### config.mk
export PLATFORM = sky130hd
export DESIGN_NAME = multi_cycle_ctrl_fsm
export DESIGN_NICKNAME = d
export VERILOG_FILES = /design/src/rtl/cpu_ctrl_pkg.sv /design/src/rtl/inst_class_decode.sv /design/src/rtl/multi_cycle_ctrl_fsm.sv
export SDC_FILE = /design/constraint.sdc
export NUM_CORES = 1
export LEC_CHECK = 0
export CAP_MARGIN = 20
export CORE_ASPECT_RATIO = 0.6
export CORE_MARGIN = 8
export CORE_UTILIZATION = 30
export CTS_BUF_LIST = sky130_fd_sc_hd__clkbuf_4
export CTS_CLUSTER_DIAMETER = 50
export CTS_CLUSTER_SIZE = 24
export DETAILED_ROUTE_END_ITERATION = 7
export DONT_BUFFER_PORTS = 1
export PLACE_DENSITY_LB_ADDON = 0.08
export SLEW_MARGIN = 5
export SYNTH_ARGS = -nofsm -noshare
export SYNTH_HDL_FRONTEND = slang
export SYNTH_SLANG_ARGS = --single-unit
### constraint.sdc
create_clock -name clk -period 1.77 [get_ports clk]
set_clock_uncertainty 0.2 [all_clocks]
set_input_delay 0.354 -clock clk [delete_from_list [all_inputs] [get_ports clk]]
set_output_delay 0.354 -clock clk [all_outputs]
set_load 0.01 [all_outputs]
### src/rtl/cpu_ctrl_pkg.sv
// rtl/cpu_ctrl_pkg.sv - shared encodings for the multi-cycle MIPS control path
package cpu_ctrl_pkg;

  typedef enum logic [2:0] {
    S_IF  = 3'd0,
    S_ID  = 3'd1,
    S_EX  = 3'd2,
    S_MEM = 3'd3,
    S_WB  = 3'd4
  } state_t;

  localparam logic [5:0] OP_R     = 6'h00;
  localparam logic [5:0] OP_J     = 6'h02;
  localparam logic [5:0] OP_JAL   = 6'h03;
  localparam logic [5:0] OP_BEQ   = 6'h04;
  localparam logic [5:0] OP_BNE   = 6'h05;
  localparam logic [5:0] OP_ADDI  = 6'h08;
  localparam logic [5:0] OP_ADDIU = 6'h09;
  localparam logic [5:0] OP_SLTI  = 6'h0a;
  localparam logic [5:0] OP_SLTIU = 6'h0b;
  localparam logic [5:0] OP_ANDI  = 6'h0c;
  localparam logic [5:0] OP_LUI   = 6'h0f;
  localparam logic [5:0] OP_LW    = 6'h23;
  localparam logic [5:0] OP_SW    = 6'h2b;

  localparam logic [5:0] FN_SLL  = 6'h00;
  localparam logic [5:0] FN_SRL  = 6'h02;
  localparam logic [5:0] FN_SRA  = 6'h03;
  localparam logic [5:0] FN_JR   = 6'h08;
  localparam logic [5:0] FN_JALR = 6'h09;

  localparam logic [3:0] ALU_ADD   = 4'b0000;
  localparam logic [3:0] ALU_SUB   = 4'b0001;
  localparam logic [3:0] ALU_RTYPE = 4'b0010;
  localparam logic [3:0] ALU_SLT   = 4'b0100;
  localparam logic [3:0] ALU_ANDU  = 4'b1011;
  localparam logic [3:0] ALU_SLTU  = 4'b1100;
  localparam logic [3:0] ALU_ADDIU = 4'b1101;

  localparam logic [1:0] SRCA_PC    = 2'b00;
  localparam logic [1:0] SRCA_REG   = 2'b01;
  localparam logic [1:0] SRCA_SHAMT = 2'b10;

  localparam logic [1:0] SRCB_REG    = 2'b00;
  localparam logic [1:0] SRCB_FOUR   = 2'b01;
  localparam logic [1:0] SRCB_IMM    = 2'b10;
  localparam logic [1:0] SRCB_IMM_SH = 2'b11;

  localparam logic [1:0] DST_RT = 2'b00;
  localparam logic [1:0] DST_RD = 2'b01;
  localparam logic [1:0] DST_RA = 2'b10;

  localparam logic [1:0] M2R_ALU = 2'b00;
  localparam logic [1:0] M2R_MDR = 2'b01;
  localparam logic [1:0] M2R_PC  = 2'b10;

  localparam logic [1:0] PCS_ALU    = 2'b00;
  localparam logic [1:0] PCS_ALUOUT = 2'b01;
  localparam logic [1:0] PCS_JUMP   = 2'b10;
  localparam logic [1:0] PCS_REG    = 2'b11;

  // link covers jal and jalr; the opcode tells them apart
  typedef struct packed {
    logic load;
    logic store;
    logic r_alu;
    logic i_arith;
    logic branch;
    logic jump;
    logic jump_reg;
    logic link;
    logic illegal;
  } inst_class_t;

  function automatic logic is_shift(input logic [5:0] funct);
    return (funct == FN_SLL) || (funct == FN_SRL) || (funct == FN_SRA);
  endfunction

  function automatic logic is_r_alu_funct(input logic [5:0] funct);
    return is_shift(funct) || (funct inside {[6'h20:6'h27], 6'h2a, 6'h2b});
  endfunction

endpackage

### src/rtl/inst_class_decode.sv
// rtl/inst_class_decode.sv - one-hot instruction class from OpCode/Funct
// bne (0x05) is legal only when BNE_EN is defined.
module inst_class_decode
  import cpu_ctrl_pkg::*;
(
  input  logic [5:0]  opcode,
  input  logic [5:0]  funct,
  output inst_class_t cls
);

  always_comb begin
    cls = '0;
    case (opcode)
      OP_R: begin
        if (funct == FN_JR)             cls.jump_reg = 1'b1;
        else if (funct == FN_JALR)      cls.link     = 1'b1;
        else if (is_r_alu_funct(funct)) cls.r_alu    = 1'b1;
        else                            cls.illegal  = 1'b1;
      end
      OP_LW:   cls.load  = 1'b1;
      OP_SW:   cls.store = 1'b1;
      OP_ADDI, OP_ADDIU, OP_SLTI, OP_SLTIU, OP_ANDI, OP_LUI: cls.i_arith = 1'b1;
      OP_BEQ:  cls.branch = 1'b1;
`ifdef BNE_EN
      OP_BNE:  cls.branch = 1'b1;
`endif
      OP_J:    cls.jump = 1'b1;
      OP_JAL:  cls.link = 1'b1;
      default: cls.illegal = 1'b1;
    endcase
  end

endmodule

### src/rtl/multi_cycle_ctrl_fsm.sv
// rtl/multi_cycle_ctrl_fsm.sv - multi-cycle MIPS main control sequencer
// Optional bne support under macro BNE_EN.
module multi_cycle_ctrl_fsm
  import cpu_ctrl_pkg::*;
(
  input  logic       clk,
  input  logic       reset,
  input  logic [5:0] OpCode,
  input  logic [5:0] Funct,
  input  logic       Zero,
  input  logic       MemReady,
  output logic       PCWrite,
  output logic       PCWriteCond,
  output logic       BranchNe,
  output logic       IorD,
  output logic       MemRead,
  output logic       MemWrite,
  output logic       IRWrite,
  output logic       RegWrite,
  output logic [1:0] RegDst,
  output logic [1:0] MemtoReg,
  output logic [1:0] ALUSrcA,
  output logic [1:0] ALUSrcB,
  output logic [3:0] ALUOp,
  output logic       ExtOp,
  output logic       LuiOp,
  output logic [1:0] PCSource
);

  state_t      state, state_next;
  inst_class_t cls;

  // branch resolution happens in the datapath from PCWriteCond/BranchNe
  logic zero_unused;
  assign zero_unused = Zero;

  inst_class_decode u_decode (
    .opcode (OpCode),
    .funct  (Funct),
    .cls    (cls)
  );

  always_ff @(posedge clk) begin
    if (reset) state <= S_IF;
    else       state <= state_next;
  end

  always_comb begin
    state_next = S_IF;
    case (state)
      S_IF:  state_next = MemReady ? S_ID : S_IF;
      S_ID:  state_next = cls.illegal ? S_IF : S_EX;
      S_EX: begin
        if (cls.load || cls.store)         state_next = S_MEM;
        else if (cls.r_alu || cls.i_arith) state_next = S_WB;
        else                               state_next = S_IF;
      end
      S_MEM: begin
        if (!MemReady)     state_next = S_MEM;
        else if (cls.load) state_next = S_WB;
        else               state_next = S_IF;
      end
      default: state_next = S_IF;
    endcase
  end

  always_comb begin
    PCWrite     = 1'b0;
    PCWriteCond = 1'b0;
    BranchNe    = 1'b0;
    IorD        = 1'b0;
    MemRead     = 1'b0;
    MemWrite    = 1'b0;
    IRWrite     = 1'b0;
    RegWrite    = 1'b0;
    RegDst      = DST_RT;
    MemtoReg    = M2R_ALU;
    ALUSrcA     = SRCA_PC;
    ALUSrcB     = SRCB_REG;
    ALUOp       = ALU_ADD;
    ExtOp       = 1'b0;
    LuiOp       = 1'b0;
    PCSource    = PCS_ALU;
    if (!reset) begin
      case (state)
        S_IF: begin
          MemRead = 1'b1;
          ALUSrcB = SRCB_FOUR;
          IRWrite = MemReady;
          PCWrite = MemReady;
        end
        S_ID: begin
          ALUSrcB = SRCB_IMM_SH;
          ExtOp   = 1'b1;
        end
        S_EX: begin
          if (cls.load || cls.store || cls.i_arith) begin
            ALUSrcA = SRCA_REG;
            ALUSrcB = SRCB_IMM;
            ExtOp   = 1'b1;
            case (OpCode)
              OP_ADDIU: ALUOp = ALU_ADDIU;
              OP_SLTI:  ALUOp = ALU_SLT;
              OP_SLTIU: ALUOp = ALU_SLTU;
              OP_ANDI: begin
                ALUOp = ALU_ANDU;
                ExtOp = 1'b0;
              end
              OP_LUI: begin
                LuiOp = 1'b1;
                ExtOp = 1'b0;
              end
              default: ALUOp = ALU_ADD;
            endcase
          end
          if (cls.r_alu) begin
            ALUSrcA = is_shift(Funct) ? SRCA_SHAMT : SRCA_REG;
            ALUOp   = ALU_RTYPE;
          end
          if (cls.branch) begin
            ALUSrcA     = SRCA_REG;
            ALUOp       = ALU_SUB;
            PCWriteCond = 1'b1;
            PCSource    = PCS_ALUOUT;
`ifdef BNE_EN
            BranchNe    = (OpCode == OP_BNE);
`endif
          end
          if (cls.jump || cls.jump_reg || cls.link) begin
            PCWrite  = 1'b1;
            PCSource = (OpCode == OP_R) ? PCS_REG : PCS_JUMP;
          end
          if (cls.link) begin
            RegWrite = 1'b1;
            RegDst   = (OpCode == OP_R) ? DST_RD : DST_RA;
            MemtoReg = M2R_PC;
          end
        end
        S_MEM: begin
          IorD     = 1'b1;
          MemRead  = cls.load;
          MemWrite = cls.store;
        end
        S_WB: begin
          RegWrite = 1'b1;
          if (cls.load)  MemtoReg = M2R_MDR;
          if (cls.r_alu) RegDst   = DST_RD;
        end
        default: ;
      endcase
    end
  end

endmodule

==> results of run 1 <==
cell families after synthesis:
group / count (synthesis) / synth area share
AO/OA/AOI/OAI: 28 / 0.255
XOR/XNOR: 1 / 0.0122
buffers and inverters: 11 / 0.0717
flip-flops: 3 / 0.0839
multiplexers: 3 / 0.0420
other: 1 / 0.00524
AND/OR/NAND/NOR: 63 / 0.530
layer usage:
| metal | vias to the layer above | wire [um] | GRT usage | part of all wire |
|---|---|---|---|---|
| li1 | 473 | - | - | - |
| met1 | 500 | 1400 | 0.174 | 0.43 |
| met2 | 39 | 1560 | 0.242 | 0.48 |
| met3 | 2 | 265 | 0.0382 | 0.082 |
| met4 | 0 | 12 | 0.0457 | 0.0037 |
| met5 | - | 0 | 0 | 0 |
final cells by class:
| cell class | instances | area, um2 | area share |
|---|---|---|---|
| multi-input cells | 96 | 778 | 0.628 |
| repair buffers | 37 | 304 | 0.245 |
| flip-flops and latches | 3 | 66.3 | 0.0535 |
| well taps | 30 | 37.5 | 0.0303 |
| clock buffers | 4 | 30.0 | 0.0242 |
| inverters | 4 | 22.5 | 0.0182 |
final timing paths:
path,startpoint,endpoint,slack [ns],cells past startpoint
setup / recovery,OpCode[5],RegDst[0],-0.25,6
hold / removal,MemReady,state[2],0.06,2
setup reg to reg,state[0],state[2],0.08,9
hold reg to reg,state[1],state[1],0.49,3
Yosys cell counts (2+ instances only):
cell type	n	share of area
sky130_fd_sc_hd__o21ai_0	4	0.028
sky130_fd_sc_hd__inv_1	3	0.016
sky130_fd_sc_hd__o21ai_1	2	0.014
sky130_fd_sc_hd__nand2_1	5	0.026
sky130_fd_sc_hd__a21oi_1	11	0.077
sky130_fd_sc_hd__nor3_1	9	0.063
sky130_fd_sc_hd__dfxtp_1	3	0.084
sky130_fd_sc_hd__nand2b_1	2	0.017
sky130_fd_sc_hd__mux2i_1	3	0.042
sky130_fd_sc_hd__nand3_1	5	0.035
sky130_fd_sc_hd__nor4_1	3	0.026
sky130_fd_sc_hd__nand4_1	2	0.017
sky130_fd_sc_hd__and2_1	3	0.026
sky130_fd_sc_hd__nor2b_1	2	0.017
sky130_fd_sc_hd__nor2_1	16	0.084
sky130_fd_sc_hd__buf_2	4	0.028
sky130_fd_sc_hd__nand3b_1	3	0.031
sky130_fd_sc_hd__and3_1	2	0.017
report_power, final:
part           leakage, uW  switching (uW)  internal, uW
clock            0.0000184            41.3           100
sequential       0.0000261            2.72          69.5
combinational     0.000429            68.2          59.5
per-stage QoR:
step	hold WS (ns)	TNS [ns]	setup WS, ns	util	area [um2]
global route	0.0603	-3.32	-0.340	0.560	1240
CTS	0.0581	-1.80	-0.227	0.508	1120
floorplan	0.282	-0.167	-0.0514	-	764
detailed placement	0.306	-1.37	-0.238	0.417	923
finish	0.0568	-2.30	-0.254	0.560	1240
global placement	0.309	-1.23	-0.228	0.417	923
timing repair:
| action | CTS | global route |
|---|---|---|
| buffers inserted | 9 | 6 |
| cloned | 1 | 0 |
| setup endpoints to repair | 22 | 22 |
| pin swaps | 17 | 8 |
| resized for setup | 26 | 21 |
==> qor_table.md, run 1 <==
| Stage | Metric | This run |
|:---|:---|:---|
| status | Outcome | complete, but fails checks |
| status | Violations in the final reports | setup timing |
| clock tree | Number of hold buffers added after cts | 0 |
| sta | Post-layout minimum cycle time | 2.02 ns |
| power | Post-layout total power | 341 uW |
| drt | DRC violations left | 0 |
| global routing | Pin count of the biggest net entering global routing | 12 |
| floorplanning | Die X | 79.1 um |
| placement | Placed wire-length estimate | 2.21 mm |
| final layout | Most frequent standard cell in the layout excluding fill and tap cells | sky130_fd_sc_hd__buf_4 |
| floorplanning | Die Footprint | 4260 um2 |
| clock tree | Number of levels in the clock H-tree | 1 |
| drt | Iteration count of the initial detailed-routing pass | 4 |
| sta | Fin crit share | 1.14 |
| run | Max Cap Violations | 0 |
| worst setup path | Crit-path leading delay family | simple AND/OR/NAND/NOR gates |
| final layout | Final Non-Filler Cells | 174 |
| final layout | Final antenna diode count | 0 |
| floorplanning | Cell row count | 13 |
| global routing | Initial antenna violation count | 0 |
| clock tree | CTS max path bufs | 2 |
| sta | Final setup violation count | 17 |
| synthesis | Post-synthesis instance area | 716 um2 |
| placement | Final weighted congestion of routability-driven global placement | 0.806 |
| clock tree | CTS root buf | sky130_fd_sc_hd__clkbuf_4 |
| worst setup path | Data required time at the worst endpoint | 1.22 ns |
| worst setup path | Maximum cell stage delay along the critical path | 0.32 ns |
| synthesis | Synthesized area divided by synthesized cell count | 6.51 um2 |
| placement | Number of cells in the design after placement | 155 |
| final layout | Max FFs per register | 3 |
| global routing | Global-route total usage across every layer | 0.142 |
| placement | Number of port buffers | 0 |
| floorplanning | Vertical extent of the die | 53.8 um |
| worst setup path | Worst Path Class, Setup | primary input to output pin |
| final layout | Largest registers | state x3 |
| global routing | Via count of the first global-routing pass | 965 |
| worst setup path | Kind of end point of the critical path | output pin |
| synthesis | EDFF count, synth | 0 |
| sta | Least setup slack across all paths after layout | -0.254 ns |
| synthesis | Sequential element share of the synthesized area | 0.0839 |
| worst setup path | Crit start category | primary input |
| drt | Via count of the routed design | 1,014 |
| power | Worst IR drop on VDD | 116 uV |
| synthesis | Number of synthesized register bits | 3 |
| synthesis | Fraction of registers with async set or reset after synthesis | 0 |
| power | PD cells | 276 nW/um2 |
| clock tree | Clock-pin transition on the worst setup and hold timing paths | 0.03 ns |
| final layout | Layout Nets | 161 |
| synthesis | Count of unique library cells instantiated by Yosys | 46 |
| worst setup path | Max stage delay cell, worst path | sky130_fd_sc_hd__nor4_4 |
| final layout | Proportion of layout cells with a drive suffix above 1 | 0.583 |
| clock tree | Insertion delay of the later-clocked pin in the worst-skew pair | 0.24 ns |
| final layout | Relative area change from synthesis to final layout | 73.1% |
| drt | DR WL/cell | 18.6 um |
| drt | Antenna violation net count after detailed routing | 0 |
| synthesis | Most used DFF post-synth | sky130_fd_sc_hd__dfxtp_1 |
| sta | Number of failing hold endpoints at the final stage | 0 |
| final layout | Layout fillers | 220 |
| drt | Violation count after the first detailed-routing iteration | 26 |
| power | Leak | 0.000474 uW |
| floorplanning | Core Area | 2210 um2 |
| sta | Setup repair after global routing missed its margin | yes |
| drt | Via density | 5.83 |
| clock tree | Clock tree from TritonCTS | built |
| final layout | Most frequent cells in the layout | sky130_fd_sc_hd__buf_4, sky130_fd_sc_hd__nor2_1, sky130_fd_sc_hd__buf_6 |
| worst setup path | Endpoint arrival time on the critical path | 1.47 ns |
| synthesis | Synthesized net count | 126 |
| synthesis | Syn Inst Count | 110 |
| drt | Detailed-route wire length | 3.23 mm |
| worst setup path | Worst path buffer plus inverter count | 1 |
| worst setup path | Cell chain of the critical path | nor4_4, buf_4, nand2_4, a21oi_4, a31oi_1, nor3_2 |
| min path | Class of the worst hold path | primary input to register |
| global routing | Grt ovf | 0 |
| worst setup path | Maximum fanout encountered on the critical timing path | 7 |
| clock tree | Total clock buffers created by CTS | 3 |
| floorplanning | I/O Pins | 40 |
| sta | Maximum frequency from static timing analysis | 0.494 GHz |
| floorplanning | Effective utilization at floorplan | 0.324 |
| sta | Slew Limit Fails | 0 |
| clock tree | Clock sink total | 3 |
| synthesis | Count of synthesis-stage warnings from yosys | 0 |
| final layout | Largest reg by FF count | state |
| global routing | Global-route wire length before repair | 4.76 mm |
No activity file was read; power rests on OpenSTA's default activity.
==> inputs of run 2 (changes only) <==
- CORE_ASPECT_RATIO: 0.6 -> 0.9
==> run 2 against run 1 <==
Net effect:
- the flow still finishes with violations (setup timing)
- sequential power up 0.8%
- worst setup slack gained 0.086 ns
- worst hold slack better by 0.0042 ns
- combinational power decreased by 3%
- clock power down 4%
- die area shrank 1.2%
- fmax grew 4.4%
- first-iteration DRC count up 12%
- design area fell by 5.3%
==> qor_table.md, run 2 (synthesized netlist as in run 1, its figures left out) <==
| Stage | Metric | This run |
|:---|:---|:---|
| sta | Slew Limit Fails | 0 |
| sta | Least setup slack across all paths after layout | -0.168 ns |
| final layout | Layout Nets | 152 |
| sta | Fin crit share | 1.10 |
| worst setup path | Cell chain of the critical path | inv_2, nor2_4, nand2_2, or4_4, a21oi_4 |
| placement | Post-place instance area | 935 um2 |
| worst setup path | Crit path capture | ALUOp[0] |
| drt | Detailed-route wire length | 2.63 mm |
| floorplanning | I/O Pins | 40 |
| final layout | Core utilization of the finished layout | 0.528 |
| drt | DR WL/cell | 16.2 um |
| global routing | Global-route total usage across every layer | 0.125 |
| final layout | Relative area change from synthesis to final layout | 64.0% |
| worst setup path | Kind of end point of the critical path | output pin |
| min path | Class of the worst hold path | primary input to register |
| final layout | Largest reg by FF count | state |
| clock tree | CTS max path bufs | 2 |
| worst setup path | Maximum cell stage delay along the critical path | 0.43 ns |
| power | PD cells | 282 nW/um2 |
| clock tree | CTS root buf | sky130_fd_sc_hd__clkbuf_4 |
| floorplanning | Cell row count | 16 |
| final layout | Total non-filler cell area in the finished layout | 1170 um2 |
| sta | Setup repair after global routing missed its margin | yes |
| sta | Final setup violation count | 14 |
| power | Worst IR drop on VDD | 253 uV |
| clock tree | Clock sink total | 3 |
| sta | Minimum hold slack | 0.0610 ns |
| final layout | Proportion of layout cells with a drive suffix above 1 | 0.593 |
| worst setup path | R2R Path End | state[1] |
| clock tree | Total clock buffers created by CTS | 3 |
| final layout | Final antenna diode count | 0 |
| worst setup path | RR Startpoint | state[1] |
| global routing | Pin count of the biggest net entering global routing | 12 |
| sta | Number of failing hold endpoints at the final stage | 0 |
| sta | Post-layout minimum cycle time | 1.94 ns |
| final layout | Most frequent cells in the layout | sky130_fd_sc_hd__buf_4, sky130_fd_sc_hd__nor2_1, sky130_fd_sc_hd__nor2_2 |
| placement | Placed wire-length estimate | 2.06 mm |
| placement | Number of port buffers | 0 |
| drt | DRC violations left | 0 |
| floorplanning | Die X | 67.5 um |
| clock tree | Clock-pin transition on the worst setup and hold timing paths | 0.04 ns |
| global routing | Grt ovf | 0 |
| final layout | Storage element area | 66.3 um2 |
| worst setup path | Endpoint arrival time on the critical path | 1.38 ns |
| worst setup path | Setup slack of the most critical reg-to-reg path | 0.26 ns |
| placement | Worst slack at placement | -0.195 ns |
| final layout | Most frequent standard cell in the layout excluding fill and tap cells | sky130_fd_sc_hd__buf_4 |
| floorplanning | Vertical extent of the die | 62.3 um |
| final layout | Layout fillers | 214 |
| worst setup path | Max stage delay cell, worst path | sky130_fd_sc_hd__or4_4 |
| power | Leak | 0.000398 uW |
| final layout | Largest registers | state x3 |
| floorplanning | Core Area | 2220 um2 |
| drt | Antenna violation net count after detailed routing | 0 |
| global routing | Via count of the first global-routing pass | 934 |
| worst setup path | Maximum fanout encountered on the critical timing path | 3 |
| worst setup path | Origin of the worst setup path | state[1] |
| global routing | Initial antenna violation count | 0 |
| sta | Maximum frequency from static timing analysis | 0.516 GHz |
| drt | Via density | 5.65 |
| power | Post-layout total power | 331 uW |
| drt | Via count of the routed design | 916 |
| clock tree | Clock tree from TritonCTS | built |
| drt | Iteration count of the initial detailed-routing pass | 4 |
| placement | Final weighted congestion of routability-driven global placement | 0.799 |
| worst setup path | Data required time at the worst endpoint | 1.22 ns |
| worst setup path | Worst Path Class, Setup | register to output pin |
| final layout | Combined area of the multi-input logic cells | 811 um2 |
| floorplanning | Effective utilization at floorplan | 0.322 |
| drt | Violation count after the first detailed-routing iteration | 29 |
| worst setup path | Crit start category | register |
| worst setup path | Reg2Reg Depth | 6 |
| status | Violations in the final reports | setup timing |
| status | Outcome | complete, but fails checks |
| clock tree | Insertion delay of the later-clocked pin in the worst-skew pair | 0.23 ns |
| run | Max Cap Violations | 0 |
| floorplanning | Die Footprint | 4210 um2 |
| clock tree | Number of levels in the clock H-tree | 1 |
| global routing | Global-route wire length before repair | 4.37 mm |
| final layout | Max FFs per register | 3 |
-- run 2: cell types whose count changed in the layout (fill, tap and decap cells not counted), sizes merged --
| cell | before | now |
|---|---|---|
| buf | 37 | 28 |
-- run 2: where the power goes --
group          switching (uW)  internal [uW]  leakage (uW)  total (uW)
Sequential               3.23           69.7     0.0000261        72.9
Clock                    34.9           99.7     0.0000184         135
Combinational            66.6           57.0      0.000353         124
-- run 2: how the worst min path moves through the flow --
stage,depth (start not counted),start,end
6_report,2,MemReady,state[2]
5_1_grt,2,MemReady,state[2]
3_5_place_dp,2,MemReady,state[2]
2_1_floorplan,1,OpCode[4],state[1]
4_1_cts,2,MemReady,state[2]
3_3_place_gp,2,MemReady,state[2]
-- run 2: worst max-delay path, delay by kind of cell (launching register included) --
family	cells	cell delay, ns
compound gates	1	0.15
buf+inv	1	0.05
flops	1	0.32
simple gates	3	0.63
-- run 2: layer usage --
metal | track usage | part of all wire | vias to the layer above
met5 | 0 | 0 | -
met1 | 0.150 | 0.43 | 428
met4 | 0.0157 | 0.0061 | 0
li1 | - | - | 459
met2 | 0.214 | 0.50 | 27
met3 | 0.0394 | 0.064 | 2
-- run 2: through the flow --
step	std cells	setup TNS, ns
6_report	162	-1.11
3_3_place_gp	154	-0.993
5_1_grt	162	-2.37
2_1_floorplan	110	-0.167
3_5_place_dp	154	-1.04
4_1_cts	161	-1.29
-- run 2: what timing repair did --
| item | 4_1_cts | 5_1_grt |
|---|---|---|
| buffers inserted | 3 | 1 |
| hold buffers | 0 | 0 |
| gates cloned | 0 | 0 |
| endpoints found under the setup margin | 21 | 21 |
| pin swaps | 16 | 11 |
| resized for setup | 32 | 12 |
-- run 2: final cells by class --
cell class | count | share of cell area
Timing Repair Buffer | 28 | 0.186
Inverter | 4 | 0.0128
Multi-Input combinational cell | 96 | 0.691
Clock buffer | 4 | 0.0256
Sequential cell | 3 | 0.0565
Tap cell | 27 | 0.0288
==> inputs of run 3 (changes only) <==
- CORE_ASPECT_RATIO: 0.9 -> 1.1
- MAX_ROUTING_LAYER: default -> met4
- SYNTH_HIERARCHICAL: default -> 1
==> run 3 against run 2 <==
Net effect:
- clock power hardly changed
- critical path depth is 2 higher
- register-to-register slack hardly changed
- clock-buffer cell count stayed put
- highest routed layer unchanged
- non-clock buffer count is 21 higher
- core utilization is 9.5 points higher
- sequential share of layout area is 1.5 points lower
- the flow still finishes with violations (setup timing)
- power is 9.0% higher
- largest cell class unchanged
- sequential cell count stayed put
==> qor_table.md, run 3 <==
| Stage | Metric | This run |
|:---|:---|:---|
| status | Outcome | complete, but fails checks |
| status | Violations in the final reports | setup timing |
| synthesis | Synthesized net count | 132 |
| placement | Placed wire-length estimate | 2.15 mm |
| final layout | Core utilization of the finished layout | 0.623 |
| final layout | Proportion of layout cells with a drive suffix above 1 | 0.679 |
| synthesis | Most used DFF post-synth | sky130_fd_sc_hd__dfxtp_1 |
| sta | Maximum frequency from static timing analysis | 0.397 GHz |
| power | Leak | 0.000576 uW |
| floorplanning | Die Footprint | 4480 um2 |
| clock tree | Clock-pin transition on the worst setup and hold timing paths | 0.04 ns |
| synthesis | Synthesized area divided by synthesized cell count | 6.70 um2 |
| final layout | Final antenna diode count | 0 |
| final layout | Max FFs per register | 3 |
| worst setup path | Maximum fanout encountered on the critical timing path | 8 |
| min path | Class of the worst hold path | primary input to register |
| sta | Number of failing hold endpoints at the final stage | 0 |
| synthesis | Top-count cell post-synth | sky130_fd_sc_hd__nor2_1 |
| drt | Via density | 5.48 |
| synthesis | Post-synthesis cell type with the largest combined area | sky130_fd_sc_hd__a21oi_1 |
| floorplanning | Die X | 64.5 um |
| clock tree | Clock sink total | 3 |
| clock tree | CTS max path bufs | 2 |
| placement | Final weighted congestion of routability-driven global placement | 0.805 |
| drt | DR WL/cell | 16.7 um |
| power | PD cells | 234 nW/um2 |
| final layout | Most frequent cells in the layout | sky130_fd_sc_hd__buf_4, sky130_fd_sc_hd__buf_6, sky130_fd_sc_hd__nor2_1 |
| worst setup path | Worst Path Class, Setup | primary input to output pin |
| floorplanning | I/O Pins | 40 |
| floorplanning | Core Area | 2470 um2 |
| clock tree | Total clock buffers created by CTS | 3 |
| synthesis | Number of synthesized register bits | 3 |
| sta | Final setup violation count | 25 |
| placement | Number of cells in the design after placement | 172 |
| clock tree | Number of hold buffers added after cts | 0 |
| global routing | Grt ovf | 0 |
| drt | DRC violations left | 0 |
| sta | Minimum hold slack | 0.0523 ns |
| clock tree | Clock tree from TritonCTS | built |
| drt | Via count of the routed design | 1,057 |
| global routing | Global-route wire length before repair | 4.77 mm |
| clock tree | CTS root buf | sky130_fd_sc_hd__clkbuf_4 |
| synthesis | Syn Inst Count | 116 |
| worst setup path | Data required time at the worst endpoint | 1.22 ns |
| final layout | Largest registers | state x3 |
| global routing | Initial antenna violation count | 0 |
| final layout | Relative area change from synthesis to final layout | 98.4% |
| synthesis | EDFF count, synth | 0 |
| placement | Number of port buffers | 0 |
| run | Max Cap Violations | 0 |
| sta | Setup repair after global routing missed its margin | yes |
| drt | Violation count after the first detailed-routing iteration | 33 |
| sta | Least setup slack across all paths after layout | -0.752 ns |
| synthesis | Share of the synthesized area in the top cell type | 0.0773 |
| synthesis | Fraction of registers with async set or reset after synthesis | 0 |
| floorplanning | Effective utilization at floorplan | 0.314 |
| drt | Antenna violation net count after detailed routing | 0 |
| final layout | Final Non-Filler Cells | 193 |
| worst setup path | Kind of end point of the critical path | output pin |
| final layout | Combined area of the multi-input logic cells | 966 um2 |
| global routing | Global-route total usage across every layer | 0.128 |
| synthesis | Count of synthesis-stage warnings from yosys | 6 |
| floorplanning | Vertical extent of the die | 69.4 um |
| drt | Detailed-route wire length | 3.22 mm |
| final layout | Layout fillers | 219 |
| clock tree | Number of levels in the clock H-tree | 1 |
| global routing | Via count of the first global-routing pass | 1,063 |
| sta | Slew Limit Headroom | 0.642 |
| sta | Slew Limit Fails | 0 |
| synthesis | Count of unique library cells instantiated by Yosys | 48 |
| synthesis | Sequential element share of the synthesized area | 0.0773 |
| clock tree | Insertion delay of the later-clocked pin in the worst-skew pair | 0.23 ns |
| sta | Fin crit share | 1.42 |
| worst setup path | Crit start category | primary input |
| sta | Post-layout minimum cycle time | 2.52 ns |
| drt | Iteration count of the initial detailed-routing pass | 4 |
| final layout | Most frequent standard cell in the layout excluding fill and tap cells | sky130_fd_sc_hd__buf_4 |
| final layout | Layout Nets | 179 |
| floorplanning | Cell row count | 19 |
| synthesis | List of most frequent post-synthesis cells | sky130_fd_sc_hd__nor2_1, sky130_fd_sc_hd__a21oi_1, sky130_fd_sc_hd__nand2_1 |
| final layout | Storage element area | 63.8 um2 |
| global routing | Pin count of the biggest net entering global routing | 15 |
| final layout | Largest reg by FF count | state |
| synthesis | Dominant cells by area after synthesis | sky130_fd_sc_hd__a21oi_1, sky130_fd_sc_hd__dfxtp_1, sky130_fd_sc_hd__nor2_1 |
| sta | Slew at the pin closest to its max-slew limit | 0.535 ns |
| power | Worst IR drop on VDD | 405 uV |
| synthesis | Post-synthesis instance area | 777 um2 |
| worst setup path | Endpoint arrival time on the critical path | 1.97 ns |
## run 3: power by group
part	leakage, uW	switching [uW]	total, uW	internal [uW]
clock network	0.0000184	34.7	134	99.7
registers	0.0000258	1.30	71.6	70.3
logic	0.000532	72.7	155	82.2
total	0.000576	109	361	252
## run 3: cell families after synthesis
group,after synthesis,synth area share
buffers and inverters,11,0.0805
AND/OR/NAND/NOR,70,0.559
multiplexers,1,0.0129
XOR/XNOR,2,0.0225
other,1,0.00483
flip-flops,3,0.0773
AO/OA/AOI/OAI,28,0.243
## run 3: repair_timing
| action | CTS | global route |
|---|---|---|
| pin swaps | 10 | 17 |
| endpoints found under the setup margin | 24 | 24 |
| gates resized for setup | 39 | 28 |
| cloned | 0 | 0 |
| setup buffers | 3 | 14 |
## run 3: layer usage
metal	wire (um)	track usage	up-vias
met1	1160	0.126	504
met4	34	0.0558	0
met2	1860	0.237	27
met3	165	0.0226	2
met5	0	-	-
li1	-	-	524
## run 3: final timing paths
kind         depth (start not counted)  startpoint   endpoint  slack [ns]
max                                  7   OpCode[4]  RegDst[0]       -0.75
min                                  1    MemReady   state[0]        0.05
max reg2reg                          5    state[2]   state[0]        0.26
min reg2reg                          4    state[2]   state[2]        0.51
## run 3: metrics by stage
| step | power, uW | instance area (um2) | setup slack (ns) | TNS [ns] |
|---|---|---|---|---|
| floorplan | 155 | 878 | -0.660 | -7.36 |
| global placement | 177 | 1110 | -0.729 | -9.68 |
| detailed placement | 177 | 1110 | -0.730 | -9.42 |
| CTS | 333 | 1320 | -0.709 | -8.79 |
| global route | 380 | 1540 | -0.809 | -11.01 |
| finish | 361 | 1540 | -0.752 | -9.79 |
## run 3: area by class of cell
type,count,share of cell area
tap,31,0.0252
inverter,4,0.00974
clock buffer,4,0.0195
sequential,3,0.0414
multi-input combinational,102,0.627
timing repair buffer,49,0.278
## run 3: worst max-delay path, stage by stage
cell and delay (ns):
sky130_fd_sc_hd__or4_4 0.52, sky130_fd_sc_hd__or3_4 0.37, sky130_fd_sc_hd__nor3_4 0.24, sky130_fd_sc_hd__buf_4 0.18
sky130_fd_sc_hd__buf_6 0.09, sky130_fd_sc_hd__nand3_4 0.06, sky130_fd_sc_hd__a21oi_4 0.15
